### config.mk
export PLATFORM = sky130hd
export DESIGN_NAME = masked_skinny_subcells_seq_flat
export DESIGN_NICKNAME = d
export VERILOG_FILES = /design/src/rtl/masked_skinny_subcells_seq_if.sv /design/src/rtl/masked_skinny_subcells_seq.sv /design/src/flat_wrapper.sv
export SDC_FILE = /design/constraint.sdc
export NUM_CORES = 2
export LEC_CHECK = 0
export ABC_AREA = 0
export CORE_MARGIN = 2
export CORE_UTILIZATION = 45
export CTS_CLUSTER_SIZE = 24
export DETAILED_ROUTE_END_ITERATION = 8
export PLACE_DENSITY = 0.8
export SYNTH_ARGS = -nofsm -noshare
export SYNTH_HDL_FRONTEND = slang
export SYNTH_SLANG_ARGS = --single-unit
export TNS_END_PERCENT = 5
### constraint.sdc
create_clock -name clk -period 4.76 [get_ports clk]
set_clock_uncertainty 0.1 [all_clocks]
set_input_delay 0.952 -clock clk [delete_from_list [all_inputs] [get_ports clk]]
set_output_delay 0.952 -clock clk [all_outputs]
set_load 0.05 [all_outputs]
### src/rtl/masked_skinny_subcells_seq_if.sv
// Purpose: share-separated bus between the SubCells sequencer, its host and the external CMS S-box.
// Latency: none (wires only). Backpressure: none; host start is sampled only when the sequencer is idle.
// SUBCELLS_REMASK_EN adds the per-cycle remask byte rnd.
interface masked_skinny_subcells_seq_if #(
    parameter int NBYTES = 16
);
    logic                  start;
    logic [8*NBYTES-1:0]   state_in1;
    logic [8*NBYTES-1:0]   state_in2;
    logic [7:0]            sbox_x1;
    logic [7:0]            sbox_x2;
    logic [7:0]            sbox_y1;
    logic [7:0]            sbox_y2;
    logic [8*NBYTES-1:0]   state_out1;
    logic [8*NBYTES-1:0]   state_out2;
    logic                  busy;
    logic                  done;
`ifdef SUBCELLS_REMASK_EN
    logic [7:0]            rnd;

    modport master (
        output start, state_in1, state_in2, sbox_y1, sbox_y2, rnd,
        input  sbox_x1, sbox_x2, state_out1, state_out2, busy, done
    );
    modport slave (
        input  start, state_in1, state_in2, sbox_y1, sbox_y2, rnd,
        output sbox_x1, sbox_x2, state_out1, state_out2, busy, done
    );
`else
    modport master (
        output start, state_in1, state_in2, sbox_y1, sbox_y2,
        input  sbox_x1, sbox_x2, state_out1, state_out2, busy, done
    );
    modport slave (
        input  start, state_in1, state_in2, sbox_y1, sbox_y2,
        output sbox_x1, sbox_x2, state_out1, state_out2, busy, done
    );
`endif
endinterface

### src/rtl/masked_skinny_subcells_seq.sv
// Purpose: byte-serial SubCells driver for 2-share SKINNY-128 around a pipelined CMS S-box.
// Latency: NBYTES+SBOX_LAT+1 cycles start-to-done. Backpressure: none; start ignored unless IDLE.
// Optional SUBCELLS_REMASK_EN: re-shares every fed byte with the fresh mask rnd.
module masked_skinny_subcells_seq #(
    parameter int NBYTES   = 16,
    parameter int SBOX_LAT = 4
) (
    input  logic                        clk,
    input  logic                        rst,
    masked_skinny_subcells_seq_if.slave bus
);
    localparam int              W        = 8 * NBYTES;
    localparam int              CW       = $clog2(NBYTES + 1);
    localparam logic [CW-1:0]   CNT_MAX  = CW'(NBYTES);
    localparam logic [CW-1:0]   CNT_LAST = CW'(NBYTES - 1);
    localparam logic [CW-1:0]   CNT_LAT  = CW'(SBOX_LAT);

    typedef enum logic [1:0] {IDLE, RUN, DONE} state_t;

    state_t          state_q, state_d;
    logic [CW-1:0]   feed_cnt_q, feed_cnt_d;
    logic [CW-1:0]   cap_cnt_q, cap_cnt_d;
    logic [W-1:0]    sh1_q, sh1_d, sh2_q, sh2_d;
    logic [W-1:0]    res1_q, res1_d, res2_q, res2_d;
    logic [W-1:0]    out1_q, out1_d, out2_q, out2_d;
    logic            feed_en;
    logic            cap_en;

    // Capture starts once the first fed byte has crossed the S-box pipeline; feed_cnt saturates at NBYTES.
    assign feed_en = (state_q == RUN) && (feed_cnt_q != CNT_MAX);
    assign cap_en  = (state_q == RUN) && (feed_cnt_q >= CNT_LAT) && (cap_cnt_q != CNT_MAX);

    always_comb begin
        state_d    = state_q;
        feed_cnt_d = feed_cnt_q;
        cap_cnt_d  = cap_cnt_q;
        sh1_d      = sh1_q;
        sh2_d      = sh2_q;
        res1_d     = res1_q;
        res2_d     = res2_q;
        out1_d     = out1_q;
        out2_d     = out2_q;
        case (state_q)
            IDLE: begin
                if (bus.start) begin
                    sh1_d      = bus.state_in1;
                    sh2_d      = bus.state_in2;
                    res1_d     = '0;
                    res2_d     = '0;
                    feed_cnt_d = '0;
                    cap_cnt_d  = '0;
                    state_d    = RUN;
                end
            end
            RUN: begin
                if (feed_en) begin
                    sh1_d      = {sh1_q[W-9:0], 8'h00};
                    sh2_d      = {sh2_q[W-9:0], 8'h00};
                    feed_cnt_d = feed_cnt_q + CW'(1);
                end
                if (cap_en) begin
                    res1_d    = {res1_q[W-9:0], bus.sbox_y1};
                    res2_d    = {res2_q[W-9:0], bus.sbox_y2};
                    cap_cnt_d = cap_cnt_q + CW'(1);
                    if (cap_cnt_q == CNT_LAST) begin
                        out1_d  = res1_d;
                        out2_d  = res2_d;
                        state_d = DONE;
                    end
                end
            end
            DONE: begin
                state_d = IDLE;
            end
            default: begin
                state_d = IDLE;
            end
        endcase
    end

    always_ff @(posedge clk) begin
        if (rst) begin
            state_q    <= IDLE;
            feed_cnt_q <= '0;
            cap_cnt_q  <= '0;
            sh1_q      <= '0;
            sh2_q      <= '0;
            res1_q     <= '0;
            res2_q     <= '0;
            out1_q     <= '0;
            out2_q     <= '0;
        end else begin
            state_q    <= state_d;
            feed_cnt_q <= feed_cnt_d;
            cap_cnt_q  <= cap_cnt_d;
            sh1_q      <= sh1_d;
            sh2_q      <= sh2_d;
            res1_q     <= res1_d;
            res2_q     <= res2_d;
            out1_q     <= out1_d;
            out2_q     <= out2_d;
        end
    end

    // Each share is gated on its own; there is no path where share 0 and share 1 meet.
`ifdef SUBCELLS_REMASK_EN
    assign bus.sbox_x1 = {8{feed_en}} & (sh1_q[W-1 -: 8] ^ bus.rnd);
    assign bus.sbox_x2 = {8{feed_en}} & (sh2_q[W-1 -: 8] ^ bus.rnd);
`else
    assign bus.sbox_x1 = {8{feed_en}} & sh1_q[W-1 -: 8];
    assign bus.sbox_x2 = {8{feed_en}} & sh2_q[W-1 -: 8];
`endif

    assign bus.state_out1 = out1_q;
    assign bus.state_out2 = out2_q;
    assign bus.busy       = (state_q == RUN);
    assign bus.done       = (state_q == DONE);

endmodule
### src/flat_wrapper.sv
// flat-port wrapper written by rule: the top's interface ports become plain ports
module masked_skinny_subcells_seq_flat 
#(
    parameter int NBYTES   = 16,
    parameter int SBOX_LAT = 4
)
  (clk, rst, bus_start, bus_state_in1, bus_state_in2, bus_sbox_y1, bus_sbox_y2, bus_sbox_x1, bus_sbox_x2, bus_state_out1, bus_state_out2, bus_busy, bus_done);
  masked_skinny_subcells_seq_if #(.NBYTES(NBYTES)) bus_i ();
  input  logic clk;
  input  logic rst;
  input wire logic [$bits(bus_i.start)-1:0] bus_start;
  input wire logic [$bits(bus_i.state_in1)-1:0] bus_state_in1;
  input wire logic [$bits(bus_i.state_in2)-1:0] bus_state_in2;
  input wire logic [$bits(bus_i.sbox_y1)-1:0] bus_sbox_y1;
  input wire logic [$bits(bus_i.sbox_y2)-1:0] bus_sbox_y2;
  output wire logic [$bits(bus_i.sbox_x1)-1:0] bus_sbox_x1;
  output wire logic [$bits(bus_i.sbox_x2)-1:0] bus_sbox_x2;
  output wire logic [$bits(bus_i.state_out1)-1:0] bus_state_out1;
  output wire logic [$bits(bus_i.state_out2)-1:0] bus_state_out2;
  output wire logic [$bits(bus_i.busy)-1:0] bus_busy;
  output wire logic [$bits(bus_i.done)-1:0] bus_done;
  assign bus_i.start = bus_start;
  assign bus_i.state_in1 = bus_state_in1;
  assign bus_i.state_in2 = bus_state_in2;
  assign bus_i.sbox_y1 = bus_sbox_y1;
  assign bus_i.sbox_y2 = bus_sbox_y2;
  assign bus_sbox_x1 = bus_i.sbox_x1;
  assign bus_sbox_x2 = bus_i.sbox_x2;
  assign bus_state_out1 = bus_i.state_out1;
  assign bus_state_out2 = bus_i.state_out2;
  assign bus_busy = bus_i.busy;
  assign bus_done = bus_i.done;
  masked_skinny_subcells_seq #(.NBYTES(NBYTES), .SBOX_LAT(SBOX_LAT)) u_core (.clk(clk), .rst(rst), .bus(bus_i));
endmodule
==> flow_metrics.env <==
export IMPL_synth_compound_area_frac=0.248
export IMPL_grtUsageTotal=0.249
export IMPL_wl_per_cell_um=20.5
export IMPL_place_area_sq_mm=0.0381
export IMPL_max_freq_ghz=0.236
export IMPL_path_class="reg2out"
export IMPL_status="complete, but fails checks"
export IMPL_swShare=0.255
export IMPL_die_height_um=274
export IMPL_r2r_cells=7
export IMPL_ys_types=41
export IMPL_synthSimpleGateAreaFrac=0.144
export IMPL_violations="slew limit"
export IMPL_coreArea_sq_mm=0.0717
export IMPL_drtIter0Drc=2857
export IMPL_dp_cells=4642
export IMPL_grt_pass1_wl_um=152000
export IMPL_cts_inserted_buffers=81
export IMPL_cp_arrival_ps=3190
export IMPL_start_util=0.457
export IMPL_ys_top_cells_by_area="dfxtp_1 (47%), a311oi_1 (13%), nand2_1 (8.8%)"
export IMPL_yosys_area_top_type="dfxtp_1"
export IMPL_setup_viol=0
export IMPL_path_clk_slew_ps=60
export IMPL_endpoint="bus_sbox_x1[0]"
export IMPL_ys_ff_latch=764
export IMPL_stdcell_area_sq_mm=0.0408
export IMPL_drv_cap=0
export IMPL_critPathSlowestCell="clkdlybuf4s50_1"
export IMPL_syn_nets=3806
export IMPL_synth_area_sq_mm=0.0328
export IMPL_regToRegStartpoint="u_core.state_q[0]$_SDFFE_PP0P_"
export IMPL_rsz0062_at_grt="no"
export IMPL_p_comb_frac=0.108
export IMPL_dp_hpwl_um=59500
export IMPL_cts_hold_buf=0
export IMPL_io_buffers=548
export IMPL_layout_min_cycle_time_ps=4240
export IMPL_ys_flop_type="dfxtp_1"
export IMPL_slowest_delay_ps=700
export IMPL_cts_tree="built"
export IMPL_dp_slack_ps=1210
export IMPL_drc=0
export IMPL_worst_path_buf_inv=2
export IMPL_syn_inst=3526
export IMPL_synthXorXnorAreaFrac=0
export IMPL_die_area_sq_mm=0.0750
export IMPL_root_buffer="clkbuf_16"
export IMPL_synth_edf_count=0
export IMPL_crit_fanout=41
export IMPL_grt_pass1_vias=26500
export IMPL_ant_nets=0
export IMPL_timing_final_crit_share=0.891
export IMPL_r2r_end="u_core.res1_q[57]$_SDFFE_PP0P_"
export IMPL_firstDrtPassIters=6
export IMPL_setup_ws_ps=517
export IMPL_ir_drop_uv=261
export IMPL_yosysWarnings=0
export IMPL_vias=28500
export IMPL_p_int_mw=11.1
export IMPL_htree_num_levels=3
export IMPL_die_w_um=274
export IMPL_grt_max_degree=241
export IMPL_slew_headroom=-0.0403
export IMPL_final_hold_violation_count=0
export IMPL_tns_ps=0
export IMPL_drive_gt1_frac=0.0477
export IMPL_antenna_found_initial=9
export IMPL_clkPwrFrac=0.434
export IMPL_fin_nets=4055
export IMPL_synthTopCellsByCount="nand2_1 (772), dfxtp_1 (764), a311oi_1 (480), clkbuf_1 (284), mux2i_1 (256)"
export IMPL_crit_chain="inv_1 -> ha_1 -> nand4bb_4 -> and3_1 -> clkdlybuf4s50_1"
export IMPL_synth_avg_cell_area_sq_um=9.29
export IMPL_synth_top_family_by_area="compound AO/OA/AOI/OAI gates"
export IMPL_synthAdderAreaFrac=0.00191
export IMPL_worst_pin_slew_ps=1560
export IMPL_worst_setup_path_end_kind="primary output"
export IMPL_net_switching_power_mw=3.81
export IMPL_r2r_slack_ps=1120
export IMPL_path_delay_family="simple AND/OR/NAND/NOR gates"
export IMPL_rows=98
export IMPL_p_seq_frac=0.458
export IMPL_cts_resized=0
export IMPL_pwr_density_cell_mw_per_mm2=366
export IMPL_finalWirelength_um=98300
export IMPL_clkLatencyLatePin_ps=630
export IMPL_cts_sinks=764
export IMPL_cts_setup_buffers=0
export IMPL_ios=549
export IMPL_syn2layout_area_growth_pct=24.6
export IMPL_yosysSeqAreaShare=0.467
export IMPL_path_depth=5
export IMPL_yosys_mux_area_fraction=0.0782
export IMPL_required_ps=3710
export IMPL_clock_path_buffers=3
export IMPL_place_gp_congestion=0.848
export IMPL_synthArstFlopShare=0
export IMPL_yosysTopAreaCellShare=0.467
export IMPL_p_leak_nw=13.6
export IMPL_hp_class="reg2reg"
export IMPL_cp_start_kind="flip-flop"
export IMPL_yosysMostFrequentCell="nand2_1"
export IMPL_vias_per_cell=5.95
export IMPL_grt_overflow=0
export IMPL_final_cell_count_no_fill=4792
export IMPL_slew_violations=91
export IMPL_worstSetupStartpoint="u_core.feed_cnt_q[0]$_SDFFE_PP0P_"
[logic make-up (layout without fill, tap and decap cells)]
| family | Yosys count | after routing |
|---|---|---|
| other cells | 0 | 4 |
| flops | 764 | 764 |
| mux | 256 | 256 |
| simple gates | 1058 | 1058 |
| compound gates | 1012 | 1012 |
| fa+ha+maj | 5 | 5 |
| buf+inv | 431 | 743 |
[final cells by class]
class	count	area (sq um)
Fill cell	6094	30900
Multi-Input combinational cell	2331	15600
Sequential cell	764	15300
Timing Repair Buffer	589	5990
Clock buffer	115	2340
Tap cell	950	1190
Clock inverter	31	400
Inverter	8	45.0
Antenna cell	4	10.0
[worst min-delay path by stage]
stage                     slack (ps)  cells past startpoint                               startpoint                                 endpoint
after floorplan                  360                      2          u_core.res2_q[119]$_SDFFE_PP0P_  u_core.bus.state_out2[127]$_SDFFE_PP0P_
after global placement           340                      2    u_core.bus.state_out1[9]$_SDFFE_PP0P_    u_core.bus.state_out1[9]$_SDFFE_PP0P_
after detailed placement         350                      2   u_core.bus.state_out1[16]$_SDFFE_PP0P_   u_core.bus.state_out1[16]$_SDFFE_PP0P_
after CTS                        360                      2  u_core.bus.state_out1[106]$_SDFFE_PP0P_  u_core.bus.state_out1[106]$_SDFFE_PP0P_
after global routing             360                      2    u_core.bus.state_out2[5]$_SDFFE_PP0P_    u_core.bus.state_out2[5]$_SDFFE_PP0P_
final                            360                      2    u_core.bus.state_out1[9]$_SDFFE_PP0P_    u_core.bus.state_out1[9]$_SDFFE_PP0P_
[metal layers]
| layer | vias up | part of all wire | track usage |
|---|---|---|---|
| met1 | 13700 | 0.41 | 0.333 |
| li1 | 13400 | - | - |
| met5 | - | 0.00070 | 0 |
| met3 | 182 | 0.077 | 0.0472 |
| met4 | 10 | 0.036 | 0.103 |
| met2 | 1144 | 0.47 | 0.392 |
[cell usage in the layout (no fill, tap or decap), drive strengths merged, types with 2 or more instances in the layout]
master,count
clkbuf,115
or4,2
nand2b,241
o311ai,2
nand4,4
o21ai,4
nor4bb,2
a311oi,480
bufinv,7
nor3,2
mux2i,256
clkdlybuf4s50,547
or3,3
ha,5
inv,15
diode,4
o21bai,240
a21oi,23
nand3,4
o211ai,17
nor2,3
and3,17
nand2,772
o31ai,2
clkinv,16
dfxtp,764
nand4bb,2
buf,42
a211oi,240
[registers in the layout, indices dropped and copies added, names as in the netlist]
register and count:
u_core.res2_q 120, u_core.res1_q 120, u_core.cap_cnt_q 5, u_core.bus.state_out2 128
u_core.state_q 2, u_core.sh2_q 128, u_core.sh1_q 128, u_core.bus.state_out1 128
u_core.feed_cnt_q 5
[tightest hold or removal path: cells and delay by family, from the launching register on]
family,cells,cell delay [ps]
multiplexers,1,50
flip-flops,1,300
AND/OR/NAND/NOR,1,50
[power by group through the flow]
stage | Clock (mW) | Combinational [mW] | Sequential [mW]
6_report | 6.49 | 1.61 | 6.84
5_1_grt | 6.85 | 1.75 | 6.86
4_1_cts | 6.58 | 1.60 | 6.84
3_5_place_dp | 0 | 1.59 | 6.97
3_3_place_gp | 0 | 1.56 | 6.97
2_1_floorplan | 0 | 1.08 | 6.92
[stage by stage]
stage,util,power [mW],hold WS (ps)
2_1_floorplan,-,8.00,359
6_report,0.569,14.9,355
3_3_place_gp,0.531,8.53,342
4_1_cts,0.569,15.0,356
3_5_place_dp,0.531,8.56,345
5_1_grt,0.569,15.5,363
Power figures use the tool's default switching activity.
